## config.mk

```make
export PLATFORM = sky130hd
export DESIGN_NAME = cache_access_arbiter
export DESIGN_NICKNAME = d
export VERILOG_FILES = /design/src/rtl/cache_access_arbiter.sv
export SDC_FILE = /design/constraint.sdc
export NUM_CORES = 1
export LEC_CHECK = 0
export ABC_AREA = 1
export CAP_MARGIN = 20
export CORE_MARGIN = 2
export CORE_UTILIZATION = 38
export CTS_CLUSTER_DIAMETER = 150
export DETAILED_ROUTE_END_ITERATION = 12
export GPL_TIMING_DRIVEN = 0
export PLACE_DENSITY = 0.9
export SETUP_SLACK_MARGIN = 0.1
export SLEW_MARGIN = 20
export SYNTH_ARGS = -nofsm -noshare
export SYNTH_HDL_FRONTEND = slang
export SYNTH_SLANG_ARGS = --single-unit
```

## constraint.sdc

```tcl
create_clock -name clock_10 -period 1.6 [get_ports clock_10]
set_input_delay 0.24 -clock clock_10 [delete_from_list [all_inputs] [get_ports clock_10]]
set_output_delay 0.24 -clock clock_10 [all_outputs]
set_load 0.05 [all_outputs]
```

## src/rtl/cache_access_arbiter.sv

```systemverilog
// Two-requester round-robin front end sharing the cache simulator's single lookup port.
// Define ARB_STATS_EN to build the per-requester saturating hit/miss counters.
module cache_access_arbiter #(
    parameter int ADDR_W  = 31,
    parameter int CNT_W   = 31,
    parameter int TIMEOUT = 255
) (
    input  logic              clock_10,
    input  logic              reset_10,

    input  logic              req0_valid,
    input  logic [ADDR_W-1:0] req0_addr,
    output logic              req0_ready,
    output logic              resp0_valid,
    output logic              resp0_hit,

    input  logic              req1_valid,
    input  logic [ADDR_W-1:0] req1_addr,
    output logic              req1_ready,
    output logic              resp1_valid,
    output logic              resp1_hit,

    output logic              cache_req,
    output logic [ADDR_W-1:0] cache_addr,
    input  logic              cache_resp_valid,
    input  logic              cache_resp_hit,

    output logic              busy,
    output logic              timeout_err,

    output logic [CNT_W-1:0]  hit_cnt0,
    output logic [CNT_W-1:0]  miss_cnt0,
    output logic [CNT_W-1:0]  hit_cnt1,
    output logic [CNT_W-1:0]  miss_cnt1
);

    localparam logic [1:0] ST_IDLE  = 2'd0;
    localparam logic [1:0] ST_ISSUE = 2'd1;
    localparam logic [1:0] ST_WAIT  = 2'd2;

    localparam int         TMR_W    = 16;
    localparam logic [TMR_W-1:0] TMR_LOAD = TMR_W'(TIMEOUT);
    localparam logic [TMR_W-1:0] TMR_LAST = TMR_W'(1);

    logic [1:0]       state;
    logic [1:0]       state_next;
    logic             owner;
    logic             ptr;
    logic [TMR_W-1:0] timer;

    logic             grant_any;
    logic             grant_id;
    logic             done;
    logic             done_hit;

    // Grant only in IDLE; with both requesters pending the pointer breaks the tie.
    always_comb begin
        grant_any = 1'b0;
        grant_id  = 1'b0;
        if (state == ST_IDLE) begin
            if (req0_valid && req1_valid) begin
                grant_any = 1'b1;
                grant_id  = ptr;
            end else if (req0_valid) begin
                grant_any = 1'b1;
                grant_id  = 1'b0;
            end else if (req1_valid) begin
                grant_any = 1'b1;
                grant_id  = 1'b1;
            end
        end
    end

    assign req0_ready = grant_any && !grant_id;
    assign req1_ready = grant_any &&  grant_id;
    assign cache_req  = (state == ST_ISSUE);
    assign busy       = (state != ST_IDLE);

    // A real response on the final timer cycle wins over the timeout.
    assign done     = (state == ST_WAIT) && (cache_resp_valid || (timer == TMR_LAST));
    assign done_hit = cache_resp_valid && cache_resp_hit;

    always_comb begin
        state_next = state;
        case (state)
            ST_IDLE:  if (grant_any) state_next = ST_ISSUE;
            ST_ISSUE: state_next = ST_WAIT;
            ST_WAIT:  if (done) state_next = ST_IDLE;
            default:  state_next = ST_IDLE;
        endcase
    end

    // NOTE: sequential state uses non-blocking assignments so every register samples pre-edge values.
    always_ff @(posedge clock_10 or negedge reset_10) begin
        if (!reset_10) begin
            state       <= ST_IDLE;
            owner       <= 1'b0;
            ptr         <= 1'b0;
            cache_addr  <= '0;
            timer       <= '0;
            resp0_valid <= 1'b0;
            resp0_hit   <= 1'b0;
            resp1_valid <= 1'b0;
            resp1_hit   <= 1'b0;
            timeout_err <= 1'b0;
        end else begin
            state <= state_next;

            if (grant_any) begin
                owner      <= grant_id;
                ptr        <= ~grant_id;
                cache_addr <= grant_id ? req1_addr : req0_addr;
            end

            if (state == ST_ISSUE) begin
                timer <= TMR_LOAD;
            end else if ((state == ST_WAIT) && !done) begin
                timer <= timer - TMR_LAST;
            end

            resp0_valid <= done && !owner;
            resp0_hit   <= done && !owner && done_hit;
            resp1_valid <= done &&  owner;
            resp1_hit   <= done &&  owner && done_hit;

            if (done && !cache_resp_valid) begin
                timeout_err <= 1'b1;
            end
        end
    end

`ifdef ARB_STATS_EN
    localparam logic [CNT_W-1:0] CNT_ONE = CNT_W'(1);

    // Counters update on the same edge that registers the response pulse, and stick at all-ones.
    always_ff @(posedge clock_10 or negedge reset_10) begin
        if (!reset_10) begin
            hit_cnt0  <= '0;
            miss_cnt0 <= '0;
            hit_cnt1  <= '0;
            miss_cnt1 <= '0;
        end else if (done) begin
            case ({owner, done_hit})
                2'b01:   if (hit_cnt0  != '1) hit_cnt0  <= hit_cnt0  + CNT_ONE;
                2'b00:   if (miss_cnt0 != '1) miss_cnt0 <= miss_cnt0 + CNT_ONE;
                2'b11:   if (hit_cnt1  != '1) hit_cnt1  <= hit_cnt1  + CNT_ONE;
                default: if (miss_cnt1 != '1) miss_cnt1 <= miss_cnt1 + CNT_ONE;
            endcase
        end
    end
`else
    assign hit_cnt0  = '0;
    assign miss_cnt0 = '0;
    assign hit_cnt1  = '0;
    assign miss_cnt1 = '0;
`endif

endmodule

```

---- Yosys cells after proc, flatten, opt, wreduce, memory -nomap -nowiden ----
Index checks and enable logic that the tools add are counted.
word-level totals
  output and inout bits ................... 164
  flip-flop bits (word level) ............. 56
  input bits .............................. 68
  logic and storage cells ................. 50
operators by class
  $add $sub $neg .......................... 1
  equality and inequality tests ........... 5
  mux-type cells .......................... 13
  bitwise logic cells ..................... 1
  reduce and logical (&&, ||, !) cells .... 20
operator list
  kind                                                 number
  two-way mux 16 bit                                   2
  two-way mux 31 bit                                   1
  == test 16 x 1 -> 1 bit (second input constant)      1
  subtractor 16 x 1 -> 16 bit (second input constant)  1
  logical AND 1 bit                                    11
  two-way mux 1 bit                                    7
  case mux 2 bit (3 select lines)                      1
  logical NOT 1 bit                                    4
  two-way mux 2 bit                                    2
  != test 2 bit (second input constant)                2
  nonzero test 2 bit                                   2
  == test 2 x 1 -> 1 bit (second input constant)       1
  == test 2 bit (second input constant)                1
  logical NOT 2 bit                                    1
  AND reduction 2 bit                                  1
  logical OR 1 bit                                     1
  inverter 1 bit                                       1

---- Logic depth before layout (Yosys ltp) ----
  depth in word-level cells ............... 7
  gate-level depth with buffers ........... 10
  mapped depth without buffers ............ 10

---- Worst setup path before layout ----
No wires, ideal clock.
  path kind ............................... register to output
  from .................................... reg state[0]
  to ...................................... out req0_ready
  stages on the path, launching flop included .. 7
  data required time ...................... 1.360 ns
  arrival time ............................ 1.344 ns
  setup slack ............................. 0.016 ns
  path buffers ............................ 1
  cell sequence ........................... dfrtp_1 inv_2 nand2_2 nor2_4 nand2_1 inv_2 buf_2
on the way
  word-level cells in the longest chain between the ends .. 4
  elaborated cells on any way between the ends .. 5
  those cells by class .................... mux: 2; reduce/logical: 3
RTL lines
  element                 RTL line  text
  from (decl)             45        logic [1:0] state;
  from (signal assigned)  107       state <= state_next;
  logical NOT 2 bit (*)   60        if (state == ST_IDLE) begin
  two-way mux 1 bit       60
  logical NOT 1 bit       74        assign req0_ready = grant_any && !grant_id;
  logical AND 1 bit (*)   74
  to (decl)               13        output logic req0_ready,
Mark *: on every way between the ends. The rest lies on a longest branch, timed or not.

---- Worst setup path after layout ----
  from .................................... reg state[1]
  to ...................................... out req1_ready
on the way
  word-level cells in the longest chain between the ends .. 3
  elaborated cells on any way between the ends .. 4
  those cells by class .................... mux: 2; reduce/logical: 2
RTL lines
  element                RTL line  text
  logical NOT 2 bit (*)  60
  two-way mux 1 bit      60
  logical AND 1 bit (*)  75        assign req1_ready = grant_any && grant_id;
  to (decl)              19        output logic req1_ready,
Marked as above.

==> results by stage <==
Global route:
- The met3 track utilization from global routing is under 10%.
- The number of global-route vias before repair is 3331.
- The maximum number of pins on one net before global-route repair is 42.
- Global routing used 33.5% of the available met2 tracks.
- In this run the most used layer during global routing was met2.
- The remaining global-route overflow is 0.
- For met1 alone, demand over resource in global routing was 21.2%.
- The first global-routing pass estimated 16000 um of wire.
- The number of antenna violations at the first check in global routing is 0.
- Across every metal layer, demand over resource in global routing totals 17.9%.

Synthesis:
- The unique cell type count in the Yosys netlist is 24.
- Averaged over all synthesized cells, the footprint is around 7.6 um2.
- After synthesis, the cell types taking the most area are dfrtp_1 (37%), buf_4 (25%), nand2_1 (15%).
- The number of warnings reported in the yosys synthesis log is 0.
- The gate count of the mapped netlist is around 500.
- Of the post-synthesis cell area, the dominant cell type holds 37.0%.
- The post-synth design cell area is 0.00378 mm2.
- The largest total area in the synthesized netlist belongs to dfrtp_1.
- The sequential fraction of the synthesis area is about 37%.
- The synthesized flop and latch total is 56.

STA:
- Based on the critical path, the design can be clocked at up to 0.608 GHz.
- Once routing completed, OpenROAD measured the worst setup slack at -45.5 ps.
- Setup violations remaining at the end of the flow were counted as 2.
- The pin slew with the least headroom to its limit is around 550 ps.
- The number of pins with negative max-slew slack in the final report came to 0.
- The final clock period utilization by the worst path is 103%.
- The maximum clock skew at final layout is roughly 15 ps.
- The number of endpoints with negative hold slack in the final report came to 0.
- The worst path in the final design needs a cycle of 1650 ps, including I/O delays and setup.
- Setup repair after global routing could not meet its margin everywhere.
- The normalized max-slew margin is 63.7%.

Routing:
- Dividing the detail-routed via count by the number of cells gives about 4.1.
- The remaining antenna violation count is 0.
- Summed over all layers, the routed wires come to ~11000 um.
- The detailed-route via count is 3729.
- The average detailed-routed wire length per instance is 12.0 um.
- For this run, the detailed router's first-pass iteration total came to 4.
- The number of remaining DRC errors is 0.
- The violation count after the first detailed-routing iteration is about 180.

Place:
- The placed instance area is 0.00551 mm2.
- The port buffer count is 107.
- At the end of routability-driven placement, the weighted congestion stood at 0.879.
- The detailed-placement wirelength estimate is 7810 um.
- At the placement stage, the worst setup path has a slack of -850 ps.

Cells and area:
- The library cell used most frequently in the layout, excluding fill and tap cells, is buf_4.
- cache_addr holds more flip-flops than any other register.
- The antenna cell count is 0.
- The largest registers in the layout are cache_addr x31, timer x16, state x2.
- The net total in the final layout is 838.
- The post-route standard cell area excluding fillers is just over 0.006 mm2.
- Relative to the synthesized area, the layout overhead comes to 60.0%.
- The number of flip-flops in the largest register is 31.
- Leaving out fill and tap cells, the most frequent cells in the layout are buf_4 (150), nand2_1 (139), conb_1 (124), clkdlybuf4s50_1 (66), dfrtp_1 (47).
- Of the cells placed in the final design, the portion with a size suffix greater than 1 is 33.0%.

Run status:
- The checks that failed: negative setup slack.
- The run finished, with violations left.

Floorplan:
- The floorplan core area is 0.00973 mm2.
- From left edge to right edge, the die measures 104 um.
- The floorplan step defined a die boundary enclosing around 0.011 mm2.
- The number of ports placed on the die boundary is 232.
- For this configuration, the core starts out at a cell density of 38.9%.
- The number of placement rows is 36.
- The die is 104 um tall.

Power:
- Power spread over the standard cell area amounts to 1810 mW/mm2.
- The analysis attributes to cell leakage a power of 0.00336 uW.
- The peak supply drop is 0.00125 V.

Clock tree:
- The number of buffers created by CTS is 5.
- Clock-pin slew was measured on the worst setup and hold paths at 110 ps.
- The H-tree was split into 2 levels.
- The clock net sink count is 56.
- The TritonCTS clock tree is yes.
- The longest clock path from root to sink contains 2 buffers.
- The master cell of the clock root buffer is clkbuf_8.
- Clock latency on the worst-skew pair, taken at its later pin, is 310 ps.

Worst setup path:
- STA classifies the critical path endpoint as a primary output.
- For the worst setup path, the data arrival time is 1410 ps.
- By startpoint and endpoint, the worst setup path is classified as reg -> out.
- The highest fanout seen on the critical path is 10.
- The required time reported for the critical path endpoint is 1360 ps.
- STA classifies the critical path startpoint as a register.

Run:
- The max-capacitance violation count is 0.

Hold path:
- The path class of the lowest-slack min-delay path is in -> async.
==> logic make-up after synthesis <==
logic type,after synthesis,synth area share [%]
adders and majority gates,2,0.661
DFF,56,37.0
other,1,0.0991
buffers and inverters,165,29.3
and+or+nand+nor,248,28.1
AOI/OAI and AO/OA,26,4.83
==> report_power, final <==
part	leakage, uW	switching [uW]	total (uW)	internal, uW
Combinational	0.00262	4830	7430	2610
Sequential	0.000691	585	2670	2080
Clock	0.0000463	510	833	323
==> worst paths after layout <==
check	start	to	slack (ps)	depth (start not counted)
min in group clock_10	req0_addr[13]	cache_addr[13]	450	3
max reg2reg	state[1]	timer[4]	0	10
max	state[1]	req1_ready	-50	5
max in group asynchronous	reset_10	timer[8]	770	3
min reg2reg	owner	resp0_valid	490	1
min	reset_10	cache_addr[26]	330	2
==> metrics by stage <==
step / cells / TNS [ps] / hold WS, ps / power, uW / util [%]
after global placement: 861 / -95110 / 454 / 8950 / 56.4
after global routing: 902 / -1150 / 328 / 11600 / 62.2
final: 902 / -83.8 / 326 / 10900 / 62.2
after CTS: 885 / -139 / 321 / 9960 / 58.8
after floorplan: 621 / 0 / -55.6 / 7240 / -
after detailed placement: 862 / -4290 / 127 / 9080 / 56.6
==> worst max-delay path: stages, from the launching register on <==
cell	delay [ps]
dfrtp_1	430
inv_2	90
nand2_4	80
nor2_4	180
buf_8	160
buf_8	150
==> per-layer routing <==
metal  vias up  wire length [um]
met2       160              5930
li1       1854                 -
met4         0               108
met5         -                 0
met1      1707              4070
met3         8               700
==> final cells by class <==
| type | instances | area [um2] |
|---|---|---|
| Fill cell | 824 | 3670 |
| Clock inverter | 3 | 27.5 |
| Tap cell | 133 | 166 |
| Clock buffer | 5 | 68.8 |
| Buffer | 137 | 1040 |
| Multi-Input combinational cell | 400 | 1900 |
| Inverter | 28 | 108 |
| Timing Repair Buffer | 140 | 1330 |
| Sequential cell | 56 | 1410 |
==> Yosys cell counts <==
master	instances
a31o_2	1
nand3_1	42
nor2_2	6
o21bai_1	1
nand4_1	4
buf_4	124
ha_1	2
a22oi_1	18
nand3_4	1
nand2_1	152
nor2_4	2
inv_1	23
buf_6	2
nor2_1	33
or2_2	3
nand2_4	1
dfrtp_1	56
clkbuf_1	3
o21ai_0	5
buf_2	8
inv_2	5
nand2_2	4
conb_1	1
o22ai_1	1
==> repair_timing <==
item	in CTS	in global routing
resized for setup	78	91
hold endpoints to repair	15	0
pin swaps	6	13
setup buffers	14	17
endpoints found under the setup margin	55	66
hold buffers	1	0
gates cloned	0	1
No activity file was read; power rests on OpenSTA's default activity.
